==> config.mk <==
export PLATFORM = sky130hd
export DESIGN_NAME = wrt_ptr_full_ctrl
export DESIGN_NICKNAME = d
export VERILOG_FILES = /design/src/rtl/wrt_ptr_full_ctrl.sv
export SDC_FILE = /design/constraint.sdc
export NUM_CORES = 1
export LEC_CHECK = 0
export ABC_AREA = 1
export ABC_CLOCK_PERIOD_IN_PS = 5000
export BUFFER_PORTS_ARGS = -buffer_cell sky130_fd_sc_hd__buf_4
export CAP_MARGIN = 20
export CELL_PAD_IN_SITES_DETAIL_PLACEMENT = 1
export CELL_PAD_IN_SITES_GLOBAL_PLACEMENT = 1
export CORE_MARGIN = 4
export CORE_UTILIZATION = 41
export CTS_CLUSTER_SIZE = 40
export DETAILED_ROUTE_END_ITERATION = 8
export HOLD_SLACK_MARGIN = 0.12
export PLACE_DENSITY_LB_ADDON = 0.05
export SYNTH_ARGS = -nofsm -noshare
export SYNTH_HDL_FRONTEND = slang
export SYNTH_SLANG_ARGS = --single-unit
export TNS_END_PERCENT = 100
==> constraint.sdc <==
create_clock -name wrt_clk -period 5 [get_ports wrt_clk]
set_input_delay 0.75 -clock wrt_clk [delete_from_list [all_inputs] [get_ports wrt_clk]]
set_output_delay 0.75 -clock wrt_clk [all_outputs]
set_load 0.01 [all_outputs]
==> src/rtl/wrt_ptr_full_ctrl.sv <==
// Write-side pointer and full-flag controller for an asynchronous FIFO.
// Keeps the binary write counter and its Gray image, synchronises the
// Gray read pointer into the write clock domain, and derives registered
// full / almost_full / level flags together with a sticky overflow flag.
module wrt_ptr_full_ctrl #(
   parameter int unsigned ADDR_SIZE    = 4,
   parameter int unsigned AFULL_THRESH = 14
) (
   input  logic                 wrt_clk,
   input  logic                 wrt_rst,
   input  logic                 wrt_en,
   input  logic [ADDR_SIZE:0]   rd_ptr,
   output logic [ADDR_SIZE:0]   wrt_ptr,
   output logic [ADDR_SIZE-1:0] wrt_addr,
   output logic                 wrt_accept,
   output logic                 full,
   output logic                 almost_full,
   output logic [ADDR_SIZE:0]   wrt_level,
   output logic                 wrt_ovf
);

   localparam int unsigned PW = ADDR_SIZE + 1;
   localparam logic [ADDR_SIZE:0] AFULL_LVL = PW'(AFULL_THRESH);

   // Read-pointer synchroniser stages
   logic [ADDR_SIZE:0] rq1_q;
   logic [ADDR_SIZE:0] rq2_q;

   // Write counter (binary) and its registered Gray image
   logic [ADDR_SIZE:0] wbin_q;
   logic [ADDR_SIZE:0] wbin_d;
   logic [ADDR_SIZE:0] wgray_q;
   logic [ADDR_SIZE:0] wgray_d;

   // Flag and level state
   logic [ADDR_SIZE:0] level_q;
   logic [ADDR_SIZE:0] level_d;
   logic               full_q;
   logic               full_d;
   logic               afull_q;
   logic               afull_d;
   logic               ovf_q;
   logic               ovf_d;

   // Derived values from the synchronised read pointer
   logic [ADDR_SIZE:0] rbin_sync;
   logic [ADDR_SIZE:0] full_cmp;

   // Accept decision uses the registered full flag; reset blocks all writes
   always_comb begin
      wrt_accept = wrt_en & ~full_q & ~wrt_rst;
   end

   // Next write count and its Gray code
   always_comb begin
      wbin_d  = wbin_q + PW'(wrt_accept);
      wgray_d = (wbin_d >> 1) ^ wbin_d;
   end

   // Gray-to-binary of the synchronised read pointer: bit i is the XOR of
   // all Gray bits from the MSB down to i
   always_comb begin
      rbin_sync = '0;
      for (int unsigned i = 0; i < PW; i++) begin
         rbin_sync[i] = ^(rq2_q >> i);
      end
   end

   // Full pattern: write Gray equals read Gray with the two MSBs inverted
   always_comb begin
      full_cmp = {~rq2_q[ADDR_SIZE:ADDR_SIZE-1], rq2_q[ADDR_SIZE-2:0]};
      full_d   = (wgray_d == full_cmp);
      level_d  = wbin_d - rbin_sync;
      afull_d  = (level_d >= AFULL_LVL);
      ovf_d    = ovf_q | (wrt_en & full_q);
   end

   // Two-flop synchroniser for the read pointer, no logic ahead of rq1
   always_ff @(posedge wrt_clk) begin
      if (wrt_rst) begin
         rq1_q <= '0;
         rq2_q <= '0;
      end else begin
         rq1_q <= rd_ptr;
         rq2_q <= rq1_q;
      end
   end

   // Write pointer registers; unchanged when no write is accepted
   always_ff @(posedge wrt_clk) begin
      if (wrt_rst) begin
         wbin_q  <= '0;
         wgray_q <= '0;
      end else begin
         wbin_q  <= wbin_d;
         wgray_q <= wgray_d;
      end
   end

   // Registered flags and conservative fill level
   always_ff @(posedge wrt_clk) begin
      if (wrt_rst) begin
         full_q  <= 1'b0;
         afull_q <= 1'b0;
         level_q <= '0;
         ovf_q   <= 1'b0;
      end else begin
         full_q  <= full_d;
         afull_q <= afull_d;
         level_q <= level_d;
         ovf_q   <= ovf_d;
      end
   end

   assign wrt_ptr     = wgray_q;
   assign wrt_addr    = wbin_q[ADDR_SIZE-1:0];
   assign full        = full_q;
   assign almost_full = afull_q;
   assign wrt_level   = level_q;
   assign wrt_ovf     = ovf_q;

endmodule

## After elaboration in Yosys (flattened, before gate mapping)

Cells that the tools add are included.

| word-level totals | value |
|---|---|
| flip-flop bits (word level) | 28 |
| bits in latches | 0 |
| RAM bits | 0 |
| memory bits (read-only) | 0 |
| input port bits | 8 |
| memories | 0 |

| cells by class | value |
|---|---|
| add/subtract/negate cells | 2 |
| multiply operators | 0 |
| div/mod/pow operators | 0 |
| magnitude comparators | 1 |
| eq/ne operators | 1 |
| shift-type cells | 0 |
| multiplexer cells | 0 |
| bitwise operators | 8 |
| reductions and logical operators | 5 |

Operator list:

| operator | number |
|---|---|
| 5-bit XOR reduction | 5 |
| 5-bit by 1-bit adder with 5-bit output | 1 |
| 5-bit == test | 1 |
| 5-bit by 4-bit >= comparator with 1-bit output (second input constant) | 1 |
| 5-bit subtractor | 1 |
| 4-bit by 5-bit bitwise XOR with 5-bit output | 1 |
| 1-bit AND | 3 |
| 1-bit NOT | 2 |
| 2-bit NOT | 1 |
| 1-bit bitwise OR | 1 |

## Depth between registers and ports, before layout

Gate-level depths: netlist of the first run.

| depth | value |
|---|---|
| word-level depth | 6 |
| mapped depth | 16 |

## Least setup slack after synthesis of the first run

OpenSTA, ideal clock, no wires.

| timing | value |
|---|---|
| kind | input-to-reg |
| from | input wrt_rst |
| to | register level_q[3], in the netlist wrt_level[3] |
| setup time | 0.115 ns |
| arrival time | 2.754 ns |
| data required time | 4.885 ns |
| path slack | 2.131 ns |
| stages on the path | 14 |
| buffers on the path | 1 |
| cell sequence | clkbuf_1 inv_1 nand2_1 nor2_1 ha_1 ha_1 inv_1 nand2_1 nand2_2 ha_1 a21oi_1 o21ai_0 xor2_1 and2_1 |

| on the way | value |
|---|---|
| longest elaborated chain between the ends | 4 |

Ends and longest elaborated chain:

| item | line | text |
|---|---|---|
| from (decl) | 10 | `input logic wrt_rst,` |
| 1-bit NOT | 51 | `wrt_accept = wrt_en & ~full_q & ~wrt_rst;` |
| 1-bit AND | 51 |  |
| net wrt_accept | 15 | `output logic wrt_accept,` |
| 5-bit by 1-bit adder with 5-bit output | 56 | `wbin_d = wbin_q + PW'(wrt_accept);` |
| net wbin_d[2] | 31 | `logic [ADDR_SIZE:0] wbin_d;` |
| 5-bit subtractor | 73 | `level_d = wbin_d - rbin_sync;` |
| to (signal assigned) | 110 | `level_q <= level_d;` |
| to (decl) | 36 | `logic [ADDR_SIZE:0] level_q;` |

The timed path passes the listed nets, and every way through them passes these cells.
A chain may end at the register's enable or synchronous reset.

## Worst setup path after layout of the first run

| timing | value |
|---|---|
| from | input wrt_rst |
| to | register level_q[3], in the netlist wrt_level[3] |

| on the way | value |
|---|---|
| longest elaborated chain between the ends | 4 |

Ends and longest elaborated chain:

| item | line |
|---|---|
| 1-bit NOT | 51 |
| 1-bit AND | 51 |
| 5-bit by 1-bit adder with 5-bit output | 56 |
| net wbin_d[2] | 31 |
| 5-bit subtractor | 73 |

The timed path passes the listed nets, and every way through them passes these cells.

==> results of run 1 <==
sequential cells by signal (all words and copies together) (netlist names):
register / cells
almost_full: 1
full: 1
rq1_q: 5
rq2_q: 5
wbin_q: 5
wrt_level: 5
wrt_ovf: 1
wrt_ptr: 4
metrics by stage:
| stage | setup WS, ns | instances | area [µm²] | utilization, % |
|---|---|---|---|---|
| floorplan | 2.13 | 165 | 1230 | - |
| detailed placement | 1.83 | 217 | 1440 | 51.2 |
| finish | 2.19 | 221 | 1470 | 52.3 |
| global route | 1.93 | 221 | 1470 | 52.3 |
| CTS | 2.19 | 221 | 1470 | 52.3 |
| global placement | 1.98 | 217 | 1440 | 51.2 |
area by class of cell:
type	instances	area, µm²	area share (%)
clock buffer	3	22.5	1.53
clock inverter	1	7.51	0.512
inverter	25	93.8	6.39
multi-input combinational	109	577	39.3
sequential	27	541	36.8
tap	31	38.8	2.64
timing repair buffer	25	188	12.8
tightest hold or removal path: stages (launching register included):
cell	delay, ns
dfxtp_1	0.33
inv_1	0.04
nor2_1	0.03
cells in the mapped netlist, drive strengths merged:
cell type | count | share of area, %
dfxtp | 27 | 44
nand4 | 3 | 1.5
xor2 | 6 | 6.4
inv | 25 | 7.6
buf | 1 | 0.91
a211oi | 1 | 0.61
nand3 | 9 | 3.7
nor3 | 1 | 0.41
a21oi | 5 | 2.0
fa | 1 | 1.6
o21ai | 2 | 0.81
clkbuf | 3 | 0.91
and2 | 2 | 1.2
ha | 6 | 6.1
nand2 | 45 | 14
nor2 | 28 | 8.5
layout by cell type, fill, tap and decap left out, drive strengths merged:
master and instances:
nor2 28, fa 1, dfxtp 27, nand3 9, xor2 6, a21oi 5
clkinvlp 1, ha 6, clkbuf 3, buf 25, a211oi 1, nor3 1
and2 2, nand4 3, inv 25, nand2 45, o21ai 2
metal layers:
layer / global-route usage, % / vias up / wire length [µm]
met4: 3.31 / 0 / 19
met1: 17.1 / 484 / 1220
met3: 5.40 / 2 / 159
met2: 25.2 / 23 / 1230
li1: - / 549 / -
met5: 0 / - / 0
worst max-delay path by stage:
stage                     startpoint                      end  depth (start not counted)  slack, ns
final                        wrt_rst  wrt_level[3]$_SDFF_PP0_                         14       2.19
after global routing         wrt_rst   almost_full$_SDFF_PP0_                         16       1.93
after CTS                    wrt_rst  wrt_level[3]$_SDFF_PP0_                         14       2.19
after detailed placement     wrt_rst  wrt_level[3]$_SDFF_PP0_                         14       1.83
after global placement       wrt_rst  wrt_level[3]$_SDFF_PP0_                         14       1.98
after floorplan              wrt_rst  wrt_level[3]$_SDFF_PP0_                         14       2.13
logic make-up (layout without fill, tap and decap cells):
kind of cell | count (synthesis) | count (layout) | synth area share [%]
buffers and inverters | 29 | 54 | 9.43
flip-flops | 27 | 27 | 43.8
AO/OA/AOI/OAI | 8 | 8 | 3.45
adder cells (fa/ha/maj) | 7 | 7 | 7.71
XOR/XNOR | 6 | 6 | 6.39
AND/OR/NAND/NOR | 88 | 88 | 29.2
power groups by stage:
stage	registers, µW	clock network [µW]	logic, µW
global route	239	111	105
CTS	237	102	94.6
finish	236	96.5	92.7
global placement	241	0	90.6
detailed placement	241	0	93.7
floorplan	247	0	51.7
==> impl_metrics.toml, run 1 <==
[drt]
route.detailed.wl_per_inst_um = 11.9
drtAntennaViolNets = 0
via_per_inst = 4.79
drt_pass1_iterations = 4
drt_iter0_drc = 31
drcViolationCount = 0
routed_wl_mm = 2.62
via_count = 1058

[floorplanning]
num_io_pins = 26
initial_core_util_pct = 44.0
core_um2 = 2810
die_area_um2 = 3950
rows = 19
die_y_um = 62.9
fp.dieW_um = 62.9

[sta]
fin_crit_sh_pct = 56.2
final_max_slew_viol_count = 0
skew_ns = 0.00408
finalSetupViolations = 0
hold_viol = 0
fin_setup_tns_ns = 0
max_freq_mhz = 356
rsz0062_at_grt = "false"
holdWs_ns = 0.415
worst_pin_slew_ns = 0.292
period_needed_ns = 2.81
slew_headroom_pct = 80.5

[place]
portBuffers = 25
place_hpwl_mm = 2.11
place_congestion = 0.910

[worst_setup_path]
worstPathMaxFanout = 25
rr_startpoint = "full$_SDFF_PP0_"
worstPathArrival_ns = 3.05
cp-end-kind = "flop"
critical-path-top-delay-family = "adder cells"
crit_slowest_cell = "ha_1"
slowest_delay_ns = 0.37
reg2reg_to = "wrt_level[3]$_SDFF_PP0_"
ff2ff_setup_slack_ns = 2.62
path_buf_inv = 3
crit_required_ns = 5.24
cp_common_cell = "ha_1"
critPathKind = "primary input to flop"
start_kind = "primary input"
worstPathCellList = "buf_4 > inv_1 > nand2_1 > nor2_1 > ha_1 > ha_1 > inv_1 > nand2_1 > nand2_2 > ha_1 > a21oi_1 > o21ai_0 > xor2_1 > and2_1"
reg2reg_depth = 11

[cts]
htree_levels = 1
cts_tree = "yes"
cts_buffer_depth = 2
clkTransAtPathRegs_ns = 0.15
clock_sinks = 27
cts_hold_buf = 0
postCtsResizedCells = 0
post_cts_buffers = 0
cts-root-buf = "clkbuf_4"
clock_latency_ns = 0.33
cts_buffers = 3

[synth]
avgSynthCellArea_um2 = 7.48
ys_warn_count = 0
ys_types = 22
ys_seq_area_share_pct = 43.8
synth_fp_nets = 180
syn_area_um2 = 1230
synthCells = 165
ys_ff_latch = 27

[finish]
n_antenna_cell = 0
drive_gt1_share_pct = 18.4
area_growth_pct = 19.0
nets = 206
n_fill_cell = 384

[power]
ir_drop_v = 0.000160
power_density_nw_per_um2 = 290
pwr-share-clk_pct = 22.7
fin_total_pwr_uw = 426
p_leak_uw = 0.000741
p_sw_share_pct = 28.5
p_sw_uw = 121
p_seq_share_pct = 55.5
p_int_uw = 304
power_frac_comb_pct = 21.8

[min_path]
hold_class = "flop to flop"
min_to = "rq2_q[1]$_SDFF_PP0_"
hold_depth = 2
worstHoldStart = "rq1_q[1]$_SDFF_PP0_"

[global_route]
grt_overflow = 0
grt.total_usage_pct = 14.6
grt_pass1_wl_mm = 4.57
grt_pass1_vias = 1070
antenna_found_initial = 0
grt_max_degree = 26

[status]
status = "completed"

[job]
cap_viol_max_count = 0
Note: power is estimated with default switching activity, not from simulation.
==> inputs of run 2 (changes only) <==
- ABC_AREA: 1 -> 0
- ABC_CLOCK_PERIOD_IN_PS: 5000 -> 2900
- CORE_UTILIZATION: 41 -> 39
- clock period: 5 -> 2.9 ns (I/O delays scaled with it)
==> impl_metrics.toml, run 2 <==
[status]
status = "completed"

[worst_setup_path]
reg2reg_depth = 11
rr_startpoint = "rq2_q[4]$_SDFF_PP0_"
start_kind = "flop"
worstPathArrival_ns = 2.73
reg2reg_to = "almost_full$_SDFF_PP0_"
ff2ff_setup_slack_ns = 0.38
critPathKind = "flop to flop"
cp-end-kind = "flop"
crit_required_ns = 3.11
worstPathMaxFanout = 3

[power]
power_density_nw_per_um2 = 520
pwr-share-clk_pct = 22.4
p_seq_share_pct = 56.2
fin_total_pwr_uw = 725
power_frac_comb_pct = 21.4
p_int_uw = 531
p_leak_uw = 0.000634
p_sw_uw = 194
p_sw_share_pct = 26.7
ir_drop_v = 0.000304

[synth]
ys_warn_count = 0
synth_top_family_by_area = "simple AND/OR/NAND/NOR gates"
synth_area_leader_cell = "dfxtp_1"
async_reset_ff_share_pct = 0
synth.area.mux_share_pct = 0.996
synth-simple-area-share_pct = 19.8
syn_area_um2 = 1130
synthTopCellsByArea = "dfxtp_1, nor2b_1, xnor2_1, ha_1, xor2_1"
netlist.area_leader.share_pct = 47.8
synthMostInstantiatedCell = "dfxtp_1"
synthCells = 111
avgSynthCellArea_um2 = 10.2
synth-adder-area-share_pct = 8.41
synth-xor-area-share_pct = 16.6
ys_seq_area_share_pct = 47.8
synth_commonest_cells = "dfxtp_1, nor2_1, nor2b_1"
synth-main-ff-cell = "dfxtp_1"
ys_ff_latch = 27
synth_fp_nets = 126
synth-compound-area-share_pct = 4.09
ys_types = 26
synth_edf_count = 0

[sta]
worst_pin_slew_ns = 0.314
fin_crit_sh_pct = 86.8
skew_ns = 0.00277
hold_viol = 0
rsz0062_at_grt = "false"
final_max_slew_viol_count = 0
slew_headroom_pct = 78.9
max_freq_mhz = 397
finalSetupViolations = 0
fin_setup_tns_ns = 0
period_needed_ns = 2.52

[place]
place_congestion = 0.761
place_hpwl_mm = 1.72
portBuffers = 25
place_inst = 166

[floorplanning]
num_io_pins = 26
rows = 19
die_y_um = 61.9
initial_core_util_pct = 41.0
core_um2 = 2760
fp.dieW_um = 61.9
die_area_um2 = 3830

[min_path]
hold_depth = 2
hold_class = "primary input to flop"
worstHoldStart = "rd_ptr[3]"
min_to = "rq1_q[3]$_SDFF_PP0_"

[cts]
postCtsResizedCells = 0
cts_buffer_depth = 2
cts-root-buf = "clkbuf_4"
htree_levels = 1
clock_latency_ns = 0.32
clkTransAtPathRegs_ns = 0.14
cts_tree = "yes"
clock_sinks = 27
post_cts_buffers = 0
cts_buffers = 3
cts_hold_buf = 0

[global_route]
antenna_found_initial = 0
grt_overflow = 0
grt.total_usage_pct = 13.3
grt_pass1_wl_mm = 3.70
grt_pass1_vias = 803
grt_max_degree = 28

[finish]
n_antenna_cell = 0
drive_gt1_share_pct = 25.2
final_cell_mix = "dfxtp_1, buf_4, nor2b_1, nor2_1, xnor2_1"
area_growth_pct = 23.3
nets = 155
n_fill_cell = 331
instances_no_fill = 170

[drt]
routed_wl_mm = 2.23
drtAntennaViolNets = 0
drt_iter0_drc = 25
route.detailed.wl_per_inst_um = 13.1
via_count = 815
via_per_inst = 4.79
drcViolationCount = 0
drt_pass1_iterations = 2

[job]
cap_viol_max_count = 0
[run 2: changes by cell type in the layout (fill, tap and decap cells not counted), moves of 3 or more]
cell | previous run | this run
nand2_1 | 44 | 3
inv_1 | 23 | 4
nor2_1 | 28 | 14
nor2b_1 | 0 | 14
xnor2_1 | 0 | 10
nand3_1 | 9 | 3
nand4_1 | 3 | 0
xor2_1 | 4 | 7
[run 2: metrics by stage]
| stage | utilization [%] | worst slack [ns] | hold slack (ns) | instance area, µm² |
|---|---|---|---|---|
| global placement | 49.6 | 0.277 | 0.425 | 1370 |
| floorplan | - | 0.0348 | 0.414 | 1140 |
| detailed placement | 49.6 | 0.263 | 0.430 | 1370 |
| CTS | 50.6 | 0.350 | 0.301 | 1400 |
| finish | 50.6 | 0.383 | 0.316 | 1400 |
| global route | 50.6 | 0.0762 | 0.294 | 1400 |
[run 2: logic make-up after synthesis]
| family | count (synthesis) |
|---|---|
| flip-flops | 27 |
| buffers and inverters | 7 |
| adder cells (fa/ha/maj) | 7 |
| AO/OA/AOI/OAI | 8 |
| AND/OR/NAND/NOR | 42 |
| multiplexers | 1 |
| XOR/XNOR | 19 |
[run 2: how the worst max path moves through the flow]
stage | cells after the start | endpoint | from
after floorplan | 10 | wrt_level[3]$_SDFF_PP0_ | wrt_rst
after global placement | 10 | almost_full$_SDFF_PP0_ | wrt_rst
final | 11 | almost_full$_SDFF_PP0_ | rq2_q[4]$_SDFF_PP0_
after CTS | 11 | almost_full$_SDFF_PP0_ | rq2_q[3]$_SDFF_PP0_
after global routing | 11 | almost_full$_SDFF_PP0_ | rq2_q[3]$_SDFF_PP0_
after detailed placement | 9 | wrt_level[3]$_SDFF_PP0_ | wrt_rst
[run 2: power by group through the flow]
stage | Sequential [µW] | Combinational [µW] | Clock (µW)
2_1_floorplan | 425 | 89.2 | 0
3_3_place_gp | 415 | 155 | 0
3_5_place_dp | 417 | 158 | 0
4_1_cts | 408 | 159 | 173
5_1_grt | 411 | 176 | 189
6_report | 408 | 155 | 162
[run 2: critical path, stage by stage, from the launching register on]
cell	delay, ns
dfxtp_1	0.36
xnor2_1	0.23
xor2_1	0.25
xor2_1	0.28
xnor2_1	0.11
ha_1	0.23
fa_1	0.40
inv_1	0.07
a21o_1	0.12
a21oi_1	0.08
xnor2_1	0.19
a21oi_1	0.09
[run 2: cell type report]
| type | instances | area (µm²) | share of cell area, % |
|---|---|---|---|
| clock buffers | 4 | 26.3 | 1.88 |
| repair buffers | 27 | 203 | 14.5 |
| well taps | 31 | 38.8 | 2.78 |
| multi-input cells | 77 | 572 | 41.0 |
| inverters | 4 | 15.0 | 1.08 |
| flip-flops and latches | 27 | 541 | 38.7 |
[run 2: layer usage]
layer	wire, µm	up-vias	track usage, %
li1	-	415	-
met3	119	2	3.51
met1	1030	380	17.0
met4	20	0	5.45
met2	1050	18	21.4
met5	0	-	0
==> inputs of run 3 (changes only) <==
- REMOVE_ABC_BUFFERS: unset -> 1
==> impl_metrics.toml, run 3 (synthesized netlist as in run 2, its figures left out) <==
[worst_setup_path]
crit_required_ns = 3.11
worstPathArrival_ns = 2.89
critPathKind = "flop to flop"
slowest_delay_ns = 0.41
cp-end-kind = "flop"
cp_common_cell = "xnor2_1"
worstPathMaxFanout = 3
start_kind = "flop"
worstPathCellList = "xnor2_1 > xor2_1 > xor2_1 > xnor2_1 > ha_1 > fa_1 > inv_1 > a21o_1 > a21oi_1 > xnor2_1 > a21oi_1"
crit_slowest_cell = "fa_1"

[power]
power_density_nw_per_um2 = 520
p_sw_share_pct = 26.5
p_int_uw = 531
power_frac_comb_pct = 21.6
p_leak_uw = 0.000634
pwr-share-clk_pct = 22.0
p_seq_share_pct = 56.4
ir_drop_v = 0.000349
p_sw_uw = 191

[place]
place_hpwl_mm = 1.71
postPlaceCellArea_um2 = 1360
place_inst = 166
place_congestion = 0.835
post-place-ws_ns = 0.222
portBuffers = 25

[sta]
period_needed_ns = 2.68
max_freq_mhz = 373
rsz0062_at_grt = "false"
slew_headroom_pct = 78.9
hold_viol = 0
worst_pin_slew_ns = 0.315
skew_ns = 0.00799
fin_crit_sh_pct = 92.5
final_max_slew_viol_count = 0
finalSetupViolations = 0
fin_setup_tns_ns = 0
fin_ws_ns = 0.219

[finish]
drive_gt1_share_pct = 23.7
n_antenna_cell = 0
area_growth_pct = 22.7
instances_no_fill = 170
fin_area_um2 = 1390
final_cell_mix = "dfxtp_1, buf_4, nor2b_1, nor2_1, xnor2_1"
nets = 155
n_fill_cell = 322
final_util_pct = 50.3

[cts]
htree_levels = 1
clock_sinks = 27
clkTransAtPathRegs_ns = 0.14
cts-root-buf = "clkbuf_4"
postCtsResizedCells = 0
cts_buffers = 3
cts_buffer_depth = 2
cts_hold_buf = 0
clock_latency_ns = 0.32
post_cts_buffers = 0
cts_tree = "yes"

[min_path]
hold_class = "primary input to flop"

[drt]
route.detailed.wl_per_inst_um = 12.7
via_per_inst = 4.75
drt_iter0_drc = 9
drcViolationCount = 0
routed_wl_mm = 2.15
drt_pass1_iterations = 4
drtAntennaViolNets = 0
via_count = 807

[floorplanning]
die_y_um = 61.9
core_um2 = 2760
die_area_um2 = 3830
fp.dieW_um = 61.9
num_io_pins = 26
initial_core_util_pct = 41.0
rows = 19

[status]
status = "completed"

[global_route]
grt_overflow = 0
grt_max_degree = 28
antenna_found_initial = 0
grt_pass1_vias = 834
grt.total_usage_pct = 13.0
grt_pass1_wl_mm = 3.53

[job]
cap_viol_max_count = 0
==> run 3: power by group through the flow <==
| stage | registers [µW] | clock network, µW | logic [µW] |
|---|---|---|---|
| 2_1_floorplan | 425 | 0 | 83.6 |
| 3_3_place_gp | 415 | 0 | 155 |
| 3_5_place_dp | 416 | 0 | 159 |
| 4_1_cts | 407 | 174 | 159 |
| 5_1_grt | 411 | 183 | 175 |
| 6_report | 407 | 159 | 156 |
==> run 3: critical path: cells and delay by family, from the launching register on <==
family	cells	cell delay [ns]
buffers and inverters	1	0.07
XOR/XNOR	5	1.20
flip-flops	1	0.36
AO/OA/AOI/OAI	3	0.28
adder cells (fa/ha/maj)	2	0.65
==> run 3: through the flow <==
stage | hold slack, ns | power (µW)
finish | 0.308 | 722
global route | 0.305 | 769
global placement | 0.421 | 569
detailed placement | 0.429 | 574
CTS | 0.286 | 741
floorplan | 0.414 | 509
==> run 3: final timing paths <==
path | startpoint | end | slack (ns) | cells past startpoint
worst max-delay path | rq2_q[4]$_SDFF_PP0_ | almost_full$_SDFF_PP0_ | 0.22 | 11
worst min-delay path | rd_ptr[3] | rq1_q[3]$_SDFF_PP0_ | 0.31 | 2
worst max register to register | rq2_q[4]$_SDFF_PP0_ | almost_full$_SDFF_PP0_ | 0.22 | 11
worst min register to register | rq1_q[1]$_SDFF_PP0_ | rq2_q[1]$_SDFF_PP0_ | 0.45 | 1
==> run 3: layer usage <==
| layer | global-route usage [%] | up-vias | routed length [µm] |
|---|---|---|---|
| li1 | - | 411 | - |
| met1 | 15.4 | 367 | 956 |
| met2 | 20.8 | 24 | 1000 |
| met3 | 3.51 | 5 | 135 |
| met4 | 8.18 | 0 | 59 |
| met5 | 0 | - | 0 |
==> run 3: cell type report <==
type	count	area [µm²]	share of cell area, %
well taps	31	38.8	2.80
repair buffers	27	203	14.6
flip-flops and latches	27	541	39.0
clock buffers	4	26.3	1.89
inverters	4	15.0	1.08
multi-input cells	77	564	40.7
